**src/rtl/ctrl_pkg.sv**
```systemverilog
// Shared encodings for the multicycle control path: FSM states, opcodes,
// ALU function codes and the decoded-instruction record.
package ctrl_pkg;

  typedef enum logic [2:0] {
    S_FETCH,
    S_DECODE,
    S_EXEC,
    S_MEM,
    S_WB,
    S_BR
  } state_e;

  typedef enum logic [2:0] {
    CLS_ALU_R,
    CLS_ALU_I,
    CLS_LOAD,
    CLS_STORE,
    CLS_BRANCH,
    CLS_NOP
  } class_e;

  typedef enum logic [1:0] {
    BR_NONE,
    BR_ALWAYS,
    BR_EQ,
    BR_NE
  } br_e;

  localparam logic [5:0] OP_RTYPE = 6'b100000;
  localparam logic [5:0] OP_LI    = 6'b111000;
  localparam logic [5:0] OP_LUI   = 6'b111001;
  localparam logic [5:0] OP_ADDI  = 6'b110000;
  localparam logic [5:0] OP_NANDI = 6'b110010;
  localparam logic [5:0] OP_ORI   = 6'b110011;
  localparam logic [5:0] OP_LW    = 6'b001111;
  localparam logic [5:0] OP_LB    = 6'b000011;
  localparam logic [5:0] OP_SW    = 6'b011111;
  localparam logic [5:0] OP_B     = 6'b111111;
  localparam logic [5:0] OP_BEQ   = 6'b000000;
  localparam logic [5:0] OP_BNE   = 6'b000001;

  localparam logic [3:0] ALU_ADD  = 4'b0000;
  localparam logic [3:0] ALU_SUB  = 4'b0001;
  localparam logic [3:0] ALU_AND  = 4'b0010;
  localparam logic [3:0] ALU_OR   = 4'b0011;
  localparam logic [3:0] ALU_NOT  = 4'b0100;
  localparam logic [3:0] ALU_NAND = 4'b0101;
  localparam logic [3:0] ALU_NOR  = 4'b0110;
  localparam logic [3:0] ALU_SRA  = 4'b1000;
  localparam logic [3:0] ALU_SRL  = 4'b1001;
  localparam logic [3:0] ALU_SLL  = 4'b1010;
  localparam logic [3:0] ALU_ROL  = 4'b1100;
  localparam logic [3:0] ALU_ROR  = 4'b1101;

  typedef struct packed {
    class_e     cls;
    br_e        br;
    logic [3:0] alu_func;
    logic       alu_bin_sel;
    logic       rf_b_sel;
    logic       rf_wrdata_sel;
    logic       lb_trim;
  } dec_t;

endpackage

```
**src/rtl/instr_decoder.sv**
```systemverilog
// Combinational opcode classifier: instruction class, branch kind and the
// static datapath selects that stay constant for the whole instruction.
module instr_decoder
  import ctrl_pkg::*;
(
  input  logic [5:0] opcode_i,
  input  logic [3:0] func_i,
  output dec_t       dec_o
);

  always_comb begin
    dec_o     = '0;
    dec_o.cls = CLS_NOP;
    dec_o.br  = BR_NONE;
    case (opcode_i)
      OP_RTYPE: begin
        // unknown funcs still execute; the ALU sees the raw low bits
        dec_o.cls      = CLS_ALU_R;
        dec_o.alu_func = func_i;
      end
      OP_LI, OP_LUI, OP_ADDI: begin
        dec_o.cls         = CLS_ALU_I;
        dec_o.alu_func    = ALU_ADD;
        dec_o.alu_bin_sel = 1'b1;
      end
      OP_NANDI: begin
        dec_o.cls         = CLS_ALU_I;
        dec_o.alu_func    = ALU_NAND;
        dec_o.alu_bin_sel = 1'b1;
      end
      OP_ORI: begin
        dec_o.cls         = CLS_ALU_I;
        dec_o.alu_func    = ALU_OR;
        dec_o.alu_bin_sel = 1'b1;
      end
      OP_LW, OP_LB: begin
        dec_o.cls           = CLS_LOAD;
        dec_o.alu_func      = ALU_ADD;
        dec_o.alu_bin_sel   = 1'b1;
        dec_o.rf_wrdata_sel = 1'b1;
        dec_o.lb_trim       = (opcode_i == OP_LB);
      end
      OP_SW: begin
        dec_o.cls         = CLS_STORE;
        dec_o.alu_func    = ALU_ADD;
        dec_o.alu_bin_sel = 1'b1;
        dec_o.rf_b_sel    = 1'b1;
      end
      OP_B: begin
        dec_o.cls      = CLS_BRANCH;
        dec_o.br       = BR_ALWAYS;
        dec_o.alu_func = ALU_ADD;
      end
      OP_BEQ, OP_BNE: begin
        dec_o.cls      = CLS_BRANCH;
        dec_o.br       = (opcode_i == OP_BEQ) ? BR_EQ : BR_NE;
        dec_o.alu_func = ALU_SUB;
        dec_o.rf_b_sel = 1'b1;
      end
      default: ;
    endcase
  end

endmodule

```
**src/rtl/control_fsm.sv**
```systemverilog
// Multicycle sequencer: walks each instruction through its state sequence and
// gates the write/load enables; static selects come from instr_decoder.
//
//   state    | meaning
//   ---------+-----------------------------------------------
//   S_FETCH  | instruction word being fetched, outputs idle
//   S_DECODE | opcode classified; NOP ends here with PC load
//   S_EXEC   | ALU operation / address calculation
//   S_MEM    | data memory access; sw ends here
//   S_WB     | register-file write-back, PC load
//   S_BR     | branch resolve on Zero, PC load
module control_fsm
  import ctrl_pkg::*;
(
  input  logic        Clk,
  input  logic        Reset,
  input  logic [31:0] Instr,
  input  logic        Zero,
  output logic        PC_Sel,
  output logic        PC_LdEn,
  output logic        RF_WrEn,
  output logic        RF_WrData_sel,
  output logic        RF_B_sel,
  output logic        ALU_Bin_sel,
  output logic [3:0]  ALU_func,
  output logic        Mem_WrEn,
  output logic        lb_MEM_trim,
  output logic        Illegal
);

  state_e state_q, state_d;
  dec_t   dec;
  logic   active;
  logic   unused_instr_bits;

  assign unused_instr_bits = ^Instr[25:4];

  instr_decoder u_dec (
    .opcode_i (Instr[31:26]),
    .func_i   (Instr[3:0]),
    .dec_o    (dec)
  );

  always_comb begin
    state_d = S_FETCH;
    case (state_q)
      S_FETCH:  state_d = S_DECODE;
      S_DECODE: begin
        if (dec.cls == CLS_NOP)         state_d = S_FETCH;
        else if (dec.cls == CLS_BRANCH) state_d = S_BR;
        else                            state_d = S_EXEC;
      end
      S_EXEC: begin
        if (dec.cls == CLS_LOAD || dec.cls == CLS_STORE) state_d = S_MEM;
        else                                              state_d = S_WB;
      end
      S_MEM:    state_d = (dec.cls == CLS_LOAD) ? S_WB : S_FETCH;
      default:  state_d = S_FETCH;
    endcase
  end

  always_ff @(posedge Clk) begin
    if (!Reset) state_q <= S_FETCH;
    else        state_q <= state_d;
  end

  // Reset gates every output so a reset cycle can never write RF, memory or PC
  assign active = Reset && (state_q != S_FETCH);

  always_comb begin
    PC_Sel        = 1'b0;
    PC_LdEn       = 1'b0;
    RF_WrEn       = 1'b0;
    Mem_WrEn      = 1'b0;
    Illegal       = 1'b0;
    RF_WrData_sel = active & dec.rf_wrdata_sel;
    RF_B_sel      = active & dec.rf_b_sel;
    ALU_Bin_sel   = active & dec.alu_bin_sel;
    lb_MEM_trim   = active & dec.lb_trim;
    ALU_func      = active ? dec.alu_func : ALU_ADD;
    if (Reset) begin
      case (state_q)
        S_DECODE: begin
          Illegal = (dec.cls == CLS_NOP);
          PC_LdEn = (dec.cls == CLS_NOP);
        end
        S_MEM: begin
          Mem_WrEn = (dec.cls == CLS_STORE);
          PC_LdEn  = (dec.cls == CLS_STORE);
        end
        S_WB: begin
          RF_WrEn = 1'b1;
          PC_LdEn = 1'b1;
        end
        S_BR: begin
          PC_LdEn = 1'b1;
          case (dec.br)
            BR_ALWAYS: PC_Sel = 1'b1;
            BR_EQ:     PC_Sel = Zero;
            BR_NE:     PC_Sel = ~Zero;
            default:   PC_Sel = 1'b0;
          endcase
        end
        default: ;
      endcase
    end
  end

endmodule

```
**config.mk**
```make
export PLATFORM = sky130hd
export DESIGN_NAME = control_fsm
export DESIGN_NICKNAME = d
export VERILOG_FILES = /design/src/rtl/ctrl_pkg.sv /design/src/rtl/instr_decoder.sv /design/src/rtl/control_fsm.sv
export SDC_FILE = /design/constraint.sdc
export NUM_CORES = 1
export LEC_CHECK = 0
export ABC_AREA = 1
export BUFFER_PORTS_ARGS = -buffer_cell sky130_fd_sc_hd__buf_4
export CELL_PAD_IN_SITES_DETAIL_PLACEMENT = 0
export CELL_PAD_IN_SITES_GLOBAL_PLACEMENT = 2
export CORE_ASPECT_RATIO = 1.1
export CORE_MARGIN = 2
export CORE_UTILIZATION = 16
export CTS_CLUSTER_DIAMETER = 80
export DETAILED_ROUTE_END_ITERATION = 10
export GPL_ROUTABILITY_DRIVEN = 0
export GPL_TIMING_DRIVEN = 0
export PLACE_DENSITY = 0.79
export SKIP_LAST_GASP = 1
export SYNTH_ARGS = -nofsm -noshare
export SYNTH_HDL_FRONTEND = slang
export SYNTH_HIERARCHICAL = 1
export SYNTH_SLANG_ARGS = --single-unit
```
**constraint.sdc**
```tcl
create_clock -name Clk -period 4.1 [get_ports Clk]
set_clock_uncertainty 0.05 [all_clocks]
set_input_delay 0.82 -clock Clk [delete_from_list [all_inputs] [get_ports Clk]]
set_output_delay 0.82 -clock Clk [all_outputs]
set_load 0.005 [all_outputs]
```
# ---- Word-level counts from Yosys, hierarchy flattened
# Cells that the tools add are included.
dict set report word_totals {
  reg_bits 3
  in_bits 35
  out_inout_bits 13
  word_cells 65
}
dict set report classes {
  n_eq_ne 23
  n_mux 24
  bitwise_logic 5
  reduce_logical 12
}
# op count
set op_table {}
lappend op_table {{$eq A6 B6 Y1 const B} 7}
lappend op_table {{$pmux W4 S4} 1}
lappend op_table {{$pmux W3 S5} 1}
lappend op_table {{$eq A3 B2 Y1 const B} 4}
lappend op_table {{$eq A3 B3 Y1 const B} 4}
lappend op_table {{$mux W1} 12}
lappend op_table {{$mux W3} 4}
lappend op_table {{$pmux W3 S4} 1}
lappend op_table {{$reduce_or A8 Y1} 1}
lappend op_table {{$eq A6 B1 Y1 const B} 1}
lappend op_table {{$eq A6 B2 Y1 const B} 1}
lappend op_table {{$eq A6 B4 Y1 const B} 1}
lappend op_table {{$eq A6 B5 Y1 const B} 1}
lappend op_table {{$logic_not A6 Y1} 1}
lappend op_table {{$pmux W1 S3} 2}
lappend op_table {{$reduce_or A2 Y1} 3}
lappend op_table {{$reduce_or A3 Y1} 2}
lappend op_table {{$reduce_or A5 Y1} 1}
lappend op_table {{$and A1 B1 Y1} 4}
lappend op_table {{$eq A2 B2 Y1 const B} 2}
lappend op_table {{$mux W4} 1}
lappend op_table {{$pmux W2 S2} 1}
lappend op_table {{$eq A3 B1 Y1 const B} 1}
lappend op_table {{$logic_not A3 Y1} 1}
lappend op_table {{other kinds (6)} 6}

# ---- Logic depth before layout (Yosys ltp)
dict set report logic_depth {
  word_depth 7
  mapped_depth 14
  mapped_depth_nobuf 14
}

# ---- Modules after synthesis
# Netlist, hierarchy kept.
# mod instances cells_per_inst area_per_inst_um2 seq_area_each_um2
set by_module_without_submodules {}
lappend by_module_without_submodules {control_fsm 1 65 319.1 60.1}
lappend by_module_without_submodules {instr_decoder 1 49 249.0 0.0}

# ---- Least setup slack after synthesis
# Ideal clock, no wire load.
dict set report synth_path {
  path_type {input to output}
  start {input Instr[27]}
  end {output PC_LdEn}
  arrival_time_ps 1758
  required_time_ps 3230
  setup_slack_ps 1472
  stages 13
  path_buffers 0
  cell_sequence {nand2_2 -> inv_1 -> nand3_1 -> nand2_2 -> nor2_4 -> nand3_2 -> nand2_1 -> nand2_1 -> nor2_1 -> nand2_1 -> nand2_1 -> nor2_1 -> nor2_1}
}
# item line
set synth_lines {}
lappend synth_lines {{start: declaration} control_fsm.sv:17} ;# input logic [31:0] Instr,
lappend synth_lines {{end: declaration} control_fsm.sv:20} ;# output logic PC_LdEn,

==> results.cfg <==
[grt]
grt_pass1_wl_um = 2680
grt_max_degree = 9
grt_antenna_before_repair = 0
grt_usage = 0.0837
grt_pass1_vias = 699
grt.overflow.total = 0

[clocking]
htreeDepth = 1
cts.clk_slew.worst_paths_ns = 0.04
cts_root_buf = clkbuf_4
cts_made_buffers = 3
hold_buffers = 0
clock-sinks = 3
clock_latency_ns = 0.23
cts_resized = 0
cts_tree = done
cts_buffer_depth = 2
postCtsSetupBuffers = 0

[final_layout]
regMostFlops = state_q
top_regs = state_q (3)
seq_area_um2 = 60.1
finalNetCount = 179
diodes = 0
area_growth_pct = 48.2
layout-drive-gt1-share = 0.280
fillCellCount = 407
largest_register_ffs = 3
final_cells = 191
multi_input_area_um2 = 414

[logic_synthesis]
ys_types = 19
yosysTopAreaCell = nand2_1
yosys_warnings = 6
synth_edf_count = 0
ys.flop_type = dfxtp_1
yosys.cell_count.top_type = nand2_1
yosysSeqAreaShare = 0.106
netlist_area_um2 = 568
synthTopCellsByCount = nand2_1 (29), inv_1 (24), nor2_1 (22), nand3_1 (10)
ys_ff_latch = 3
synthArstFlopShare = 0
syn_nets = 149
synth_top_area_frac = 0.192
synthCells = 114
syn_avg_cell_area_um2 = 4.98
ys_top_cells_by_area = nand2_1 (19%), inv_1 (16%), nor2_1 (15%)

[critical_path]
reg2reg_depth = 4
cp-end-kind = output pin
cp_max_fo = 4
start_kind = primary input
worst_r2r_endpoint = state_q[1]$_SDFF_PN0_
regToRegSetupSlack_ns = 3.13
cp.required_ns = 3.23
crit_type = in2out
r2r_start = state_q[0]$_SDFF_PN0_
worstPathArrival_ns = 2.15

[routing]
wire_per_inst_um = 8.29
ant_nets = 0
avgViaCountPerCell = 3.81
drc_errors = 0
drt_iter0_markers = 19
routed_wl_um = 1580
vias = 727
dr.pass1.iters = 4

[floorplanning]
core_um2 = 3360
design.die.area_um2 = 4040
std_cell_rows = 22
fp.dieW_um = 60.8
die_h_um = 66.5
io_pins = 48
initial_core_util = 0.169

[power]
leakagePower_uw = 0.000458
p_per_area_nw_per_um2 = 161
ir_drop_v = 0.0000434
finalPower_uw = 136

[worst_hold_path]
min-delay-start = state_q[1]$_SDFF_PN0_
hold_path_depth = 4
hp-class = reg2reg
hold-path-endpoint = state_q[1]$_SDFF_PN0_

[sta]
hold_ws_ns = 0.608
max_freq_mhz = 331
maxSlewHeadroom = 0.870
tightestPinTransition_ns = 0.195
period_share = 0.736
finalHoldViolCount = 0
setup_viol = 0
rsz0062_at_grt = false
fin_ws_ns = 1.08
setup_tns_ns = 0
fin_crit_ns = 3.02
slew_viol_final = 0

[outcome]
status = complete, no violations

[placement]
pre_cts_ws_ns = 1.07
dp_hpwl_um = 1370
place.port_buffers = 25
dpl.cell_count = 187

[run]
drv_cap = 0
[routing by layer]
| metal | global-route usage | wire length [um] |
|---|---|---|
| met1 | 0.0993 | 751 |
| met2 | 0.155 | 706 |
| met3 | 0.0194 | 126 |
| met4 | 0.00815 | 0 |
| met5 | 0 | 0 |
[cells in the final DEF, fill, tap and decap left out]
cell / n
nand2_2: 4
dfxtp_1: 3
nand2_1: 29
nand3_2: 1
nor2_1: 22
clkbuf_4: 3
nand4_1: 2
nor2_4: 3
nor3b_1: 1
inv_1: 24
nor2_2: 2
nor3_1: 4
clkbuf_1: 1
o21ai_0: 2
xor2_1: 1
and2_4: 1
inv_2: 1
buf_4: 25
a21oi_1: 2
nand3_1: 10
or2_1: 1
nand3b_1: 1
[where the power goes]
group	total, uW	switching (uW)	internal, uW	leakage, uW
Clock	51.3	14.8	36.4	0.0000150
Combinational	50.7	29.1	21.7	0.000419
Sequential	33.5	2.26	31.2	0.0000246
Total	136	46.2	89.3	0.000458
[logic make-up (layout without fill, tap and decap cells)]
| family | Yosys count | count (layout) | synth area share |
|---|---|---|---|
| and+or+nand+nor | 81 | 81 | 0.678 |
| buffers and inverters | 25 | 54 | 0.165 |
| AOI/OAI and AO/OA | 4 | 4 | 0.0352 |
| DFF | 3 | 3 | 0.106 |
| xor gates and xnor gates | 1 | 1 | 0.0154 |
[worst max-delay path by stage]
stage	depth (start not counted)	startpoint	endpoint	slack (ns)
2_1_floorplan	13	Instr[27]	PC_LdEn	1.47
3_3_place_gp	14	Instr[31]	PC_LdEn	1.09
3_5_place_dp	14	Instr[31]	PC_LdEn	1.07
4_1_cts	14	Instr[31]	PC_LdEn	1.07
5_1_grt	14	Instr[31]	PC_LdEn	0.91
6_report	14	Instr[31]	PC_LdEn	1.08
[critical path: stages]
cell and delay [ns]:
buf_4 0.12, nor2_1 0.18, nand3_1 0.17, nand2_1 0.12, nor2_1 0.05, nand3_2 0.08
nand2_1 0.10, nand2_1 0.08, nor2_1 0.04, nand2_1 0.08, nand2_1 0.05, nor2_1 0.08
nor2_1 0.05, buf_4 0.13
[layout make-up]
| class | count | share of cell area |
|---|---|---|
| clock buffer | 4 | 0.0312 |
| multi-input combinational | 86 | 0.492 |
| sequential | 3 | 0.0713 |
| timing repair buffer | 25 | 0.223 |
| inverter | 25 | 0.111 |
| tap | 48 | 0.0713 |
[per-stage QoR]
stage / utilization / cell area [um2]
after floorplan: - / 568
after global placement: 0.243 / 816
after detailed placement: 0.243 / 816
after CTS: 0.251 / 842
after global routing: 0.251 / 842
final: 0.251 / 842
Power figures use the tool's default switching activity.
